**config.mk**
```make
export PLATFORM = sky130hd
export DESIGN_NAME = branch_predict_fetch
export DESIGN_NICKNAME = d
export VERILOG_FILES = /design/src/rtl/branch_predict_fetch_pkg.sv /design/src/rtl/branch_predict_fetch_counter_table.sv /design/src/rtl/branch_predict_fetch.sv
export SDC_FILE = /design/constraint.sdc
export NUM_CORES = 1
export LEC_CHECK = 0
export BUFFER_PORTS_ARGS = -buffer_cell sky130_fd_sc_hd__buf_4
export CORE_ASPECT_RATIO = 1.25
export CORE_MARGIN = 2
export CORE_UTILIZATION = 50
export CTS_CLUSTER_SIZE = 20
export DETAILED_ROUTE_END_ITERATION = 8
export PLACE_DENSITY_LB_ADDON = 0.12
export SETUP_SLACK_MARGIN = 0.15
export SLEW_MARGIN = 20
export SYNTH_ARGS = -nofsm -noshare
export SYNTH_HDL_FRONTEND = slang
export SYNTH_HIERARCHICAL = 1
export SYNTH_SLANG_ARGS = --single-unit
```
**constraint.sdc**
```tcl
create_clock -name clk -period 3.7 [get_ports clk]
set_input_delay 0.185 -clock clk [delete_from_list [all_inputs] [get_ports clk]]
set_output_delay 0.185 -clock clk [all_outputs]
set_load 0.02 [all_outputs]
```
**src/rtl/branch_predict_fetch_pkg.sv**
```systemverilog
// Shared types for the fetch-stage branch predictor.
// Counter encodings, default sizes and the saturating step.
package branch_predict_fetch_pkg;

  localparam int DEF_ENTRIES = 16;
  localparam int DEF_PC_W    = 8;

  typedef enum logic [1:0] {
    SNT = 2'b00,
    WNT = 2'b01,
    WT  = 2'b10,
    ST  = 2'b11
  } cnt_e;

  function automatic cnt_e cnt_next(
    input cnt_e c,
    input logic taken
  );
    cnt_e r;
    r = c;
    unique case (1'b1)
      (taken && c != ST):   r = cnt_e'(c + 2'd1);
      (!taken && c != SNT): r = cnt_e'(c - 2'd1);
      default:              r = c;
    endcase
    return r;
  endfunction

endpackage

```
**src/rtl/branch_predict_fetch_counter_table.sv**
```systemverilog
// ENTRIES x 2-bit saturating counters.
// One async read port, one registered update port.
module bp_counter_table
  import branch_predict_fetch_pkg::*;
#(
  parameter int ENTRIES = DEF_ENTRIES,
  parameter int IW      = $clog2(ENTRIES)
) (
  input  logic          clk,
  input  logic          rst_n,
  input  logic [IW-1:0] rd_idx,
  output cnt_e          rd_cnt,
  input  logic          upd_en,
  input  logic [IW-1:0] upd_idx,
  input  logic          upd_taken
);

  cnt_e ctr_q [ENTRIES];
  cnt_e ctr_d [ENTRIES];

  // Read sees the stored value; an update lands next cycle.
  assign rd_cnt = ctr_q[rd_idx];

  always_comb begin
    ctr_d = ctr_q;
    if (upd_en) begin
      ctr_d[upd_idx] = cnt_next(ctr_q[upd_idx], upd_taken);
    end
  end

  always_ff @(posedge clk or negedge rst_n) begin
    if (!rst_n) begin
      ctr_q <= '{default: WNT};
    end else begin
      ctr_q <= ctr_d;
    end
  end

endmodule

```
**src/rtl/branch_predict_fetch.sv**
```systemverilog
// Fetch PC generator with 2-bit bimodal prediction
// and EX-stage mispredict redirect.
module branch_predict_fetch
  import branch_predict_fetch_pkg::*;
#(
  parameter int ENTRIES = DEF_ENTRIES,
  parameter int PC_W    = DEF_PC_W
) (
  input  logic            clk,
  input  logic            rst_n,
  input  logic            memory_stall,
  input  logic            is_branch_1,
  input  logic            is_jal_1,
  input  logic [PC_W-1:0] imm_1,
  input  logic            is_branchInst_3,
  input  logic            taken_3,
  input  logic [PC_W-1:0] target_3,
  input  logic [PC_W-1:0] instructionPC_3,
  input  logic            prev_taken_3,
  output logic [PC_W-1:0] PC_1,
  output logic            pred_taken_1,
  output logic            flush,
  output logic [15:0]     mispredict_cnt
);

  localparam int IW = $clog2(ENTRIES);

  logic [PC_W-1:0] pc_q, pc_d;
  logic [15:0]     cnt_q, cnt_d;
  cnt_e            rd_cnt;
  logic            mispredict;
  logic            upd_en;
  logic            unused_pc_bits;

  assign unused_pc_bits = ^{instructionPC_3[PC_W-1:IW+2],
                            instructionPC_3[1:0]};

  bp_counter_table #(
    .ENTRIES (ENTRIES),
    .IW      (IW)
  ) u_table (
    .clk       (clk),
    .rst_n     (rst_n),
    .rd_idx    (pc_q[IW+1:2]),
    .rd_cnt    (rd_cnt),
    .upd_en    (upd_en),
    .upd_idx   (instructionPC_3[IW+1:2]),
    .upd_taken (taken_3)
  );

  assign pred_taken_1 = is_branch_1 &
    (is_jal_1 | rd_cnt == WT | rd_cnt == ST);

  // Stall holds EX, so gating by stall makes one update per branch.
  assign mispredict = is_branchInst_3 & (taken_3 != prev_taken_3);
  assign flush      = mispredict & ~memory_stall;
  assign upd_en     = is_branchInst_3 & ~memory_stall;

  always_comb begin
    pc_d = pc_q + PC_W'(4);
    if (flush) begin
      pc_d = target_3;
    end else if (memory_stall) begin
      pc_d = pc_q;
    end else if (pred_taken_1) begin
      pc_d = pc_q + imm_1;
    end
  end

  always_comb begin
    cnt_d = cnt_q;
    if (flush && cnt_q != 16'hFFFF) begin
      cnt_d = cnt_q + 16'd1;
    end
  end

  always_ff @(posedge clk or negedge rst_n) begin
    if (!rst_n) begin
      pc_q  <= '0;
      cnt_q <= '0;
    end else begin
      pc_q  <= pc_d;
      cnt_q <= cnt_d;
    end
  end

  assign PC_1           = pc_q;
  assign mispredict_cnt = cnt_q;

endmodule
```
=== Word-level counts from Yosys, hierarchy flattened ===
Cells that the tools add are included.

* Add/subtract/negate cells: 5
* $lt $le $gt $ge: 3
* Equality and inequality tests: 6
* Multiplexer cells: 14
* Bitwise operators: 9
* Reductions and logical operators: 6

{| class="wikitable"
|+ Operators by type and width
! operator !! number
|-
| 32-bit bitwise mux || 1
|-
| 8-bit two-way mux || 3
|-
| 16-bit by 1-bit adder with 16-bit output, second input constant || 1
|-
| 2-bit binary-select mux with 4-bit select || 2
|-
| 16-bit != test, second input constant || 1
|-
| 2-bit two-way mux || 6
|-
| 5-bit greater-or-equal comparator, second input constant || 2
|-
| 4-bit NOT with 5-bit output || 2
|-
| 8-bit by 3-bit adder with 8-bit output, second input constant || 1
|-
| 8-bit adder || 1
|-
| 2-bit demux with 4-bit select || 1
|-
| 5-bit by 1-bit < comparator with 1-bit output, second input constant || 1
|-
| 1-bit bitwise AND || 4
|-
| 2-bit == test, second input constant || 2
|-
| 1-bit logical AND || 4
|-
| 2-bit case mux with 2 select lines || 1
|-
| 2-bit by 1-bit adder with 2-bit output, second input constant || 1
|-
| 2-bit by 1-bit != test with 1-bit output, second input constant || 1
|-
| 2-bit != test, second input constant || 1
|-
| 1-bit OR || 2
|-
| 2-bit nonzero test || 1
|-
| 2-bit by 1-bit subtractor with 2-bit output, second input constant || 1
|-
| 1-bit zero test || 1
|-
| 1-bit != test || 1
|-
| 1-bit NOT || 1
|}

* Register bits after elaboration: 56
* Input bits: 32
* Output and inout port bits: 26
* Logic and storage cells: 61

=== Longest topological paths before layout ===
Gate-level depths: netlist of the first run.

* Word-level depth: 11
* Mapped depth: 9
* Depth with buffers taken out: 8

=== Hierarchy ===
Netlist of the first run, hierarchy kept.

{| class="wikitable"
|+ Modules (own cells, without submodules)
! module !! times used !! cells an instance !! area each (um^2) !! seq. area each (um^2)
|-
| bp_counter_table || 1 || 125 || 1865.5 || 820.8
|-
| branch_predict_fetch || 1 || 163 || 1536.5 || 600.6
|}

=== Worst setup path before layout of the first run ===
No wires, ideal clock.

* Kind: register -> register
* From: register pc_q[2] (netlist: PC_1[2])
* To: register pc_q[4] (netlist: PC_1[4])
* Library setup time: 0.135 ns
* Arrival time: 2.863 ns
* Data required time: 3.565 ns
* Setup slack: 0.702 ns
* Cell stages (with the launch flop): 9
* Path buffers: 2
* Clock period less this slack: 2.998 ns
* Cell sequence: dfrtp_1 clkbuf_1 mux4_2 mux4_2 o21ai_0 clkbuf_1 nor3_1 a211oi_1 o31ai_1

* Longest elaborated chain between the ends: 11
* Elaborated cells between the ends (all ways): 14
* Classes of those cells: add/sub (2); eq/ne (2); mux (6); bitwise (4)

{| class="wikitable"
|+ Ends and longest elaborated chain
! element !! RTL line !! source
|-
| start, declared || branch_predict_fetch.sv:28 || <nowiki>logic [PC_W-1:0] pc_q, pc_d;</nowiki>
|-
| start signal, assigned || branch_predict_fetch.sv:82 || <nowiki>pc_q <= pc_d;</nowiki>
|-
| 4-bit NOT with 5-bit output (not written as such) * || branch_predict_fetch_counter_table.sv:22 || <nowiki>assign rd_cnt = ctr_q[rd_idx];</nowiki>
|-
| 2-bit binary-select mux with 4-bit select * || branch_predict_fetch_counter_table.sv:22 ||
|-
| 2-bit two-way mux (not written as such) * (2 in series) || branch_predict_fetch_counter_table.sv:22 ||
|-
| named net rd_cnt[1] || branch_predict_fetch.sv:30 || <nowiki>cnt_e rd_cnt;</nowiki>
|-
| 2-bit == test || branch_predict_fetch.sv:52 || <nowiki>(is_jal_1 | rd_cnt == WT | rd_cnt == ST);</nowiki>
|-
| 1-bit OR || branch_predict_fetch.sv:52 ||
|-
| 1-bit OR * || branch_predict_fetch.sv:52 ||
|-
| 1-bit bitwise AND * || branch_predict_fetch.sv:51 || <nowiki>assign pred_taken_1 = is_branch_1 &</nowiki>
|-
| 8-bit two-way mux * || branch_predict_fetch.sv:65 || <nowiki>end else if (pred_taken_1) begin</nowiki>
|-
| 8-bit two-way mux * || branch_predict_fetch.sv:63 || <nowiki>end else if (memory_stall) begin</nowiki>
|-
| 8-bit two-way mux * || branch_predict_fetch.sv:61 || <nowiki>if (flush) begin</nowiki>
|}

The timed path passes the listed nets; every way through them passes the cells marked *. The select of a mux whose other input is x is not followed.
A chain may end at the register's enable or synchronous reset.

=== Final worst setup path of the first run ===
* From: register pc_q[2] (netlist: PC_1[2])
* To: output port pred_taken_1

* Longest elaborated chain between the ends: 8
* Elaborated cells between the ends (all ways): 9
* Classes of those cells: eq/ne (2); mux (3); bitwise (4)

{| class="wikitable"
|+ Ends and longest elaborated chain
! element !! RTL line !! source
|-
| 4-bit NOT with 5-bit output (not written as such) * || branch_predict_fetch_counter_table.sv:22 ||
|-
| 2-bit binary-select mux with 4-bit select * || branch_predict_fetch_counter_table.sv:22 ||
|-
| 2-bit two-way mux (not written as such) * (2 in series) || branch_predict_fetch_counter_table.sv:22 ||
|-
| named net rd_cnt[1] || branch_predict_fetch.sv:30 ||
|-
| 2-bit == test || branch_predict_fetch.sv:52 ||
|-
| 1-bit OR || branch_predict_fetch.sv:52 ||
|-
| 1-bit OR * || branch_predict_fetch.sv:52 ||
|-
| 1-bit bitwise AND * || branch_predict_fetch.sv:51 ||
|-
| end, declared || branch_predict_fetch.sv:21 || <nowiki>output logic pred_taken_1,</nowiki>
|}

Marked as above.

==> results.md, run 1 <==
- Outcome: complete, no violations
- Worst Skew: 0.00876 ns
- Worst setup SP type: flop
- Cell family with most CP delay: multiplexers
- Core area: approximately 6500 µm²
- Drt initial violations: 129
- Detail Route Antenna Nets: 0
- CP max FO: 11
- Die ar.: between 7000 and 8000 µm²
- Via count: 2468
- Pre-antenna DRT Iters: 4
- Critical R2R Launch: PC_1[2]$_DFFE_PN0P_
- FMAX: between 300 and 400 MHz
- Initial core utilization: 0.507
- Clk_lat worst skew: 0.31 ns
- Ys Warns: 6
- Initial antenna violation count: 0
- Slowest Stage Delay on Critical Path: around 0.66 ns
- H-tree Lvls: 2
- Syn Area/Cell: 11.6 µm²
- CTS max path bufs: 2
- CP Data Required Time: 3.51 ns
- Nets: roughly 380
- Setup tns final: 0 ns
- DR vias/cell: between 5 and 6
- Buffers and inverters on the worst path: 3
- Largest net degree at the start of global routing: 57
- Area Growth Syn to Fin: 16.9%
- Final Cycle Share: 0.770
- DRT Wirelength: 7.08 mm
- Max cap viols: 0
- Minimum clock period: 2.85 ns
- CTS resizes: 0
- Final Setup Violations: 0
- Post-Syn Area: ~3300 µm²
- Design Area, Final: about 3800 µm²
- Share of cells above drive strength 1: 0.402
- Slowest CP cell: dfrtp_1
- Crit Path Class: reg -> out
- Post-DP Area: between 3000 and 4000 µm²
- Total GRT Usage: 0.211
- GPL Wtd Cong: 0.803
- # port buffers: 53
- Reg clk slew, reported paths: between 0.1 and 0.15 ns
- Clk root buf: clkbuf_8
- Worst hold path type: in -> reg
- GRT overflow: 0
- Worst hold start: target_3[1]
- Site Rows: 33
- Cells after Synth: 283
- Dpl hpwl: 5.18 mm
- First-pass GRT wire length: approximately 12 mm
- Routed wire length per instance: 16.7 µm
- Kind of end point of the critical path: output port
- Clock Sinks: 56
- Vias in the first global route: 2520
- Cell Chain, Critical Path: mux4_2 > mux4_2 > o21ai_0 > buf_4 > inv_1 > buf_4
- Fillers: 553
- RSZ-0062 raised after global routing: false
- Max-slew violations: 0
- TritonCTS clock tree: done
- Diodes inserted: 0
- Die height: roughly 95 µm
- Final hold viol count: 0
- VDD IR max: ~0.27 mV
- Crit path launch: PC_1[2]$_DFFE_PN0P_
- Io pins: 58
- Relative slew slack: 0.519
- Die W: approximately 77 µm
- Slew @ Worst Pin: 0.721 ns
- Pwr per Cell Area: slightly above 500 nW/µm²
- Drc violations: 0
- Critical Path AT: 2.67 ns
- Inserted Clock Buffers: 5
- Synth Net Count: around 330
- Lkg Pwr: about 1.7 nW
## layer usage
metal  GRT usage  wire length (µm)  up-vias
li1            -                 -     1165
met1       0.269              3210     1233
met2       0.371              3520       62
met3      0.0354               249        8
met4      0.0606                94        0
met5           0                 0        -
## worst register-to-register path, cell delays in order, from the launching register on
cell,delay (ns)
dfrtp_1,0.66
mux4_2,0.58
mux4_2,0.48
o21ai_0,0.19
buf_4,0.20
inv_1,0.09
nor4_1,0.28
a21oi_1,0.07
o221ai_1,0.18
## per-stage QoR
stage / power [mW] / hold WS, ns / utilization / instances / setup slack (ns)
after global placement: 1.61 / 0.289 / 0.578 / 414 / 1.01
after floorplan: 1.38 / -0.111 / - / 283 / 0.915
final: 1.95 / 0.0747 / 0.593 / 423 / 0.849
after detailed placement: 1.63 / 0.291 / 0.578 / 414 / 0.934
after global routing: 2.09 / 0.0970 / 0.593 / 423 / 0.663
after CTS: 1.98 / 0.0689 / 0.593 / 423 / 0.840
## state kept, by name, summed over array words and instances, names as in the netlist
register	cells
mispredict_cnt	16
u_table/ctr_q	32
PC_1	8
## cell usage in the layout, fill, tap and decap left out, types with 3 or more instances in the layout
| master | n |
|---|---|
| maj3_2 | 4 |
| and3_1 | 3 |
| nand3_1 | 8 |
| nand4_1 | 5 |
| a21oi_1 | 9 |
| o21ai_0 | 10 |
| dfrtp_1 | 40 |
| nor4_1 | 3 |
| mux2i_1 | 4 |
| nor3_1 | 12 |
| mux2_2 | 37 |
| o22ai_1 | 3 |
| inv_1 | 5 |
| ha_1 | 9 |
| nand2_1 | 17 |
| nand2b_1 | 3 |
| a211oi_1 | 8 |
| o211ai_1 | 3 |
| dfstp_2 | 16 |
| nor2_1 | 15 |
| buf_4 | 54 |
| mux4_2 | 13 |
| clkbuf_8 | 5 |
| xor2_1 | 10 |
| xnor2_1 | 11 |
## worst paths after layout
path | slack (ns) | end | cells past startpoint
max | 0.85 | pred_taken_1 | 6
min | 0.07 | PC_1[1]$_DFFE_PN0P_ | 3
max reg2reg | 0.90 | PC_1[6]$_DFFE_PN0P_ | 8
min reg2reg | 0.50 | mispredict_cnt[8]$_DFFE_PN0P_ | 1
max in group asynchronous | 2.75 | u_table/ctr_q[21]$_DFFE_PN0P_ | 2
min in group asynchronous | 0.44 | PC_1[0]$_DFFE_PN0P_ | 2
## report_power, final
group / switching [mW] / internal, mW
clock network: 0.204 / 0.136
registers: 0.134 / 0.757
logic: 0.351 / 0.367
## repair_timing
item | in CTS | in global routing
hold buffers | 1 | 0
endpoints found under the setup margin | 0 | 0
setup buffers | 0 | 0
hold endpoints to repair | 40 | 0
## area by class of cell
class,count,area [µm²],share of cell area
sequential,56,1420,0.370
timing repair buffer,55,415,0.108
multi-input combinational,212,1800,0.467
tap,87,109,0.0283
clock inverter,2,13.8,0.00358
inverter,5,18.8,0.00488
clock buffer,6,72.6,0.0189
(Power assumes the default switching activity.)
==> inputs of run 2 (changes only) <==
clock period = 2.6 ns   (was 3.7 ns; I/O delays follow)
==> run 2 against run 1 <==
Net effect:
- count of clock-buffer cells in the layout down 1
- core utilization rose by 1.5 points
- clock skew up 0.0015 ns
- cell count grew 1.7%
- power grew 47%
- final area is 2.6% higher
- sequential power increased by 41%
- worst setup slack worse by 0.61 ns
- critical endpoint unchanged
- global-route usage is essentially flat
- sequential share of layout area shrank 0.91 points
==> results.md, run 2 (synthesis gave the netlist of run 1 again) <==
- Outcome: complete, no violations (unchanged)
- Via count: 2508 (was 2468)
- VDD IR max: 0.338 mV (was 0.266 mV)
- Setup tns final: 0 ns (unchanged)
- Max reg flops: 32 (unchanged)
- Nets: 384 (was 377)
- Detail Route Antenna Nets: 0 (unchanged)
- Dpl hpwl: 5.25 mm (was 5.18 mm)
- Setup WS pre-CTS: 0.161 ns (was 0.934 ns)
- Reg clk slew, reported paths: 0.11 ns (about the same)
- Worst Skew: 0.0103 ns (was 0.00876 ns)
- First-pass GRT wire length: 12.2 mm (about the same)
- Largest net degree at the start of global routing: 57 (unchanged)
- Lkg Pwr: 1.74 nW (was 1.70 nW)
- Core area: 6480 µm² (unchanged)
- Initial antenna violation count: 0 (unchanged)
- # port buffers: 53 (unchanged)
- Routed wire length per instance: 16.5 µm (was 16.7 µm)
- DR vias/cell: 5.83 (about the same)
- Share of cells above drive strength 1: 0.437 (was 0.402)
- DRT Wirelength: 7.11 mm (was 7.08 mm)
- Pwr per Cell Area: 725 nW/µm² (was 507 nW/µm²)
- Pre-antenna DRT Iters: 4 (unchanged)
- Inst Count DP: 418 (was 414)
- GRT overflow: 0 (unchanged)
- H-tree Lvls: 2 (unchanged)
- Io pins: 58 (unchanged)
- Max cap viols: 0 (unchanged)
- Die W: 76.5 µm (unchanged)
- Area Growth Syn to Fin: 20.0% (was 16.9%)
- Finished Layout Cells: 430 (was 423)
- Drt initial violations: 127 (was 129)
- Worst setup margin: 0.243 ns (was 0.849 ns)
- Die ar.: 7250 µm² (unchanged)
- RSZ-0062 raised after global routing: true (was false)
- Vias in the first global route: 2557 (was 2520)
- Worst setup SP type: flop (unchanged)
- Most common cell after layout, fill and taps aside: buf_4 (unchanged)
- Die height: 94.7 µm (unchanged)
- Inserted Clock Buffers: 5 (unchanged)
- Kind of end point of the critical path: output port (unchanged)
- Final Setup Violations: 0 (unchanged)
- Drc violations: 0 (unchanged)
- GPL Wtd Cong: 0.823 (was 0.803)
- Diodes inserted: 0 (unchanged)
- TritonCTS clock tree: done (unchanged)
- Clk_lat worst skew: 0.31 ns (about the same)
- Site Rows: 33 (unchanged)
- Final Cycle Share: 0.907
- Final hold viol count: 0 (unchanged)
- Commonest non-fill, non-tap cells in the layout: 59 x buf_4, 39 x dfrtp_1, 37 x mux2_2, 17 x nand2_1, 16 x dfstp_2 (was 54 x buf_4, 40 x dfrtp_1, 37 x mux2_2, 17 x nand2_1, 16 x dfstp_2)
- Initial core utilization: 0.507 (unchanged)
- Max-slew violations: 0 (unchanged)
- Clk root buf: clkbuf_8 (unchanged)
- CP max FO: 5 (was 11)
- Hold Worst Slack: 0.0223 ns (was 0.0747 ns)
- Total GRT Usage: 0.211 (about the same)
- Reg with most FFs: u_table/ctr_q (unchanged)
- Minimum clock period: 2.36 ns
- Slew @ Worst Pin: 0.696 ns (was 0.721 ns)
- FMAX: 424 MHz
- Worst hold path type: in -> reg (unchanged)
- Crit Path Class: reg -> out (unchanged)
- Critical Path AT: 2.23 ns (was 2.67 ns)
- CP Data Required Time: 2.47 ns (was 3.51 ns)
- CTS max path bufs: 2 (unchanged)
- Relative slew slack: 0.536 (was 0.519)
- Clock Sinks: 56 (unchanged)
## run 2: area by class of cell
| cell class | instances | area [µm²] |
|---|---|---|
| clock buffers | 5 | 68.8 |
| clock inverters | 3 | 26.3 |
| flip-flops and latches | 56 | 1420 |
| fillers | 533 | 2540 |
| repair buffers | 62 | 475 |
| multi-input cells | 212 | 1830 |
| well taps | 87 | 109 |
| inverters | 5 | 18.8 |
## run 2: report_power, final
| part | leakage, nW | switching (mW) | internal [mW] | total (mW) |
|---|---|---|---|---|
| registers | 0.694 | 0.178 | 1.08 | 1.26 |
| clock network | 0.0423 | 0.297 | 0.197 | 0.494 |
| logic | 0.999 | 0.551 | 0.558 | 1.11 |
## run 2: final timing paths
path                            depth (start not counted)  slack [ns]                           from                            end
worst min-delay path                                    3        0.02                    target_3[0]            PC_1[0]$_DFFE_PN0P_
worst max register to register                          9        0.25            PC_1[2]$_DFFE_PN0P_            PC_1[5]$_DFFE_PN0P_
min in group asynchronous                               2        0.39                          rst_n            PC_1[1]$_DFFE_PN0P_
max in group asynchronous                               2        1.73                          rst_n            PC_1[2]$_DFFE_PN0P_
worst max-delay path                                    6        0.24            PC_1[2]$_DFFE_PN0P_                   pred_taken_1
worst min register to register                          1        0.50  mispredict_cnt[8]$_DFFE_PN0P_  mispredict_cnt[8]$_DFFE_PN0P_
## run 2: timing repair
| item | 4_1_cts | 5_1_grt |
|---|---|---|
| gates resized for setup | 0 | 10 |
| pin swaps | 0 | 2 |
| endpoints found under the hold margin | 40 | 0 |
| setup buffers | 3 | 0 |
| setup endpoints to repair | 2 | 8 |
| hold buffers | 1 | 0 |
## run 2: worst max-delay path, stage by stage (launching register included)
cell and delay, ns:
dfrtp_2 0.47, mux4_2 0.51, mux4_2 0.48, o21ai_2 0.14, buf_6 0.13, inv_2 0.06
buf_6 0.13
## run 2: metrics by stage
step / power [mW] / cell area [µm²] / util
2_1_floorplan: 1.98 / 3300 / -
3_3_place_gp: 2.33 / 3780 / 0.583
3_5_place_dp: 2.35 / 3780 / 0.583
4_1_cts: 2.87 / 3910 / 0.603
5_1_grt: 3.06 / 3950 / 0.609
6_report: 2.86 / 3950 / 0.609
## run 2: metal layers
layer / global-route usage / part of all wire
met2: 0.382 / 0.52
met5: 0 / 0
met1: 0.262 / 0.43
met3: 0.0229 / 0.036
met4: 0.0773 / 0.018
==> inputs of run 3 (changes only) <==
CORE_MARGIN = default   (was 2)
==> run 3 against run 2 <==
Net effect:
- final area is 1.0% lower
- die area is 4.7% lower
- clock skew is 0.0014 ns lower
- worst setup slack worse by 0.037 ns
- critical endpoint is now PC_1[2]$_DFFE_PN0P_
- count of clock-buffer cells in the layout is 2 higher
- wire length hardly changed
- first-iteration DRC count is 32% higher
- sequential power hardly changed
- combinational power hardly changed
- largest power group unchanged
==> results.md, run 3 (synthesis gave the netlist of run 1 again) <==
- Clock Sinks: 56 (unchanged)
- Final Setup Violations: 0 (unchanged)
- Drt initial violations: 168 (was 127)
- Clk_lat worst skew: 0.30 ns (was 0.31 ns)
- Diodes inserted: 0 (unchanged)
- Die height: 92.7 µm (was 94.7 µm)
- Most common cell after layout, fill and taps aside: buf_4 (unchanged)
- Inserted Clock Buffers: 5 (unchanged)
- Max cap viols: 0 (unchanged)
- Worst setup SP type: flop (unchanged)
- Hold Worst Slack: 0.0297 ns (was 0.0223 ns)
- Final hold viol count: 0 (unchanged)
- Detail Route Antenna Nets: 0 (unchanged)
- Routed wire length per instance: 16.7 µm (was 16.5 µm)
- Met2 wire length: 3.68 mm (was 3.70 mm)
- CP Data Required Time: 2.79 ns (was 2.47 ns)
- H-tree Lvls: 2 (unchanged)
- CP max FO: 5 (unchanged)
- Vias in the first global route: 2515 (was 2557)
- Relative slew slack: 0.532 (was 0.536)
- Kind of end point of the critical path: flop (was output port)
- FMAX: 418 MHz (was 424 MHz)
- Max-slew violations: 0 (unchanged)
- Io pins: 58 (unchanged)
- RSZ-0062 raised after global routing: true (unchanged)
- Depth of the most critical reg-to-reg path: 7 (was 9)
- Setup WS pre-CTS: 0.0927 ns (was 0.161 ns)
- Reg with most FFs: u_table/ctr_q (unchanged)
- Worst hold start: target_3[0] (unchanged)
- Nets: 381 (was 384)
- Clk root buf: clkbuf_8 (unchanged)
- Initial antenna violation count: 0 (unchanged)
- Dpl hpwl: 5.29 mm (was 5.25 mm)
- Die W: 74.5 µm (was 76.5 µm)
- GRT overflow: 0 (unchanged)
- Site Rows: 32 (was 33)
- WL met3: 267 µm (was 254 µm)
- Finished Layout Cells: 425 (was 430)
- VDD IR max: 0.389 mV (was 0.338 mV)
- Lkg Pwr: 1.72 nW (was 1.74 nW)
- Total GRT Usage: 0.220 (was 0.211)
- Largest net degree at the start of global routing: 57 (unchanged)
- Worst Skew: 0.00886 ns (was 0.0103 ns)
- R2r setup slk: 0.21 ns (was 0.25 ns)
- DRT Wirelength: 7.12 mm (was 7.11 mm)
- Met1 Routed Length: 3.08 mm (was 3.03 mm)
- Worst setup margin: 0.206 ns (was 0.243 ns)
- Reg clk slew, reported paths: 0.10 ns (was 0.11 ns)
- Max reg flops: 32 (unchanged)
- Area Growth Syn to Fin: 18.8% (was 20.0%)
- # port buffers: 53 (unchanged)
- Initial core utilization: 0.527 (was 0.507)
- Hold path endpoint: PC_1[0]$_DFFE_PN0P_ (unchanged)
- DR vias/cell: 5.74 (was 5.83)
- R2R Path End: PC_1[2]$_DFFE_PN0P_ (was PC_1[5]$_DFFE_PN0P_)
- Share of cells above drive strength 1: 0.424 (was 0.437)
- Tot Pwr: 2.84 mW (was 2.86 mW)
- Pre-antenna DRT Iters: 4 (unchanged)
- Worst hold path cell count: 3 (unchanged)
- First-pass GRT wire length: 11.7 mm (was 12.2 mm)
- Minimum clock period: 2.39 ns (was 2.36 ns)
- TritonCTS clock tree: done (unchanged)
- Drc violations: 0 (unchanged)
- Die ar.: 6910 µm² (was 7250 µm²)
- Inst Count DP: 415 (was 418)
- Core area: 6250 µm² (was 6480 µm²)
- Final Cycle Share: 0.921 (was 0.907)
- Critical Path AT: 2.58 ns (was 2.23 ns)
- Slew @ Worst Pin: 0.702 ns (was 0.696 ns)
- Critical R2R Launch: PC_1[2]$_DFFE_PN0P_ (unchanged)
- Uppermost routed layer: met4 (unchanged)
- Worst hold path type: in -> reg (unchanged)
- Pwr per Cell Area: 728 nW/µm² (was 725 nW/µm²)
- Design Area, Final: 3910 µm² (was 3950 µm²)
- Crit Path Class: reg -> reg (was reg -> out)
- Commonest non-fill, non-tap cells in the layout: 58 x buf_4, 39 x dfrtp_1, 37 x mux2_2, 17 x nand2_1, 16 x dfstp_2 (was 59 x buf_4, 39 x dfrtp_1, 37 x mux2_2, 17 x nand2_1, 16 x dfstp_2)
- Via count: 2441 (was 2508)
- Setup tns final: 0 ns (unchanged)
- CTS max path bufs: 2 (unchanged)
- Crit path launch: PC_1[2]$_DFFE_PN0P_ (unchanged)
- Outcome: complete, no violations (unchanged)
- GPL Wtd Cong: 0.864 (was 0.823)
- Post-DP Area: 3770 µm² (was 3780 µm²)
- Final core occ: 0.625 (was 0.609)
run 3: how the worst max path moves through the flow:
stage                                to  slack (ns)
floorplan           PC_1[4]$_DFFE_PN0P_        0.15
global placement    PC_1[2]$_DFFE_PN0P_        0.20
detailed placement  PC_1[2]$_DFFE_PN0P_        0.09
CTS                 PC_1[2]$_DFFE_PN0P_        0.16
global route        PC_1[1]$_DFFE_PN0P_        0.14
finish              PC_1[2]$_DFFE_PN0P_        0.21
run 3: critical path, stage by stage, from the launching register on:
cell and delay (ns):
dfrtp_2 0.47, mux4_2 0.53, mux4_2 0.53, o21ai_4 0.19, buf_4 0.17, a211oi_2 0.06
a211oi_1 0.26, a21oi_1 0.07
run 3: what timing repair did:
action	CTS	global route
hold buffers	1	0
pin swaps	0	4
endpoints found under the setup margin	6	6
gates resized for setup	2	2
endpoints found under the hold margin	40	0
buffers inserted	0	1
run 3: area by class of cell:
type	count	area, µm²
tap	85	106
clock buffer	7	86.3
sequential	56	1420
inverter	5	18.8
multi-input combinational	212	1820
clock inverter	1	8.76
timing repair buffer	59	445
fill	550	2340
run 3: where the power goes:
part / internal [mW] / switching (mW)
Sequential: 1.08 / 0.189
Combinational: 0.543 / 0.534
Clock: 0.219 / 0.279
run 3: routing by layer:
layer  vias up  track usage
li1       1171            -
met1      1206        0.275
met2        54        0.390
met3        10       0.0305
met4         0       0.0566
met5         -            0
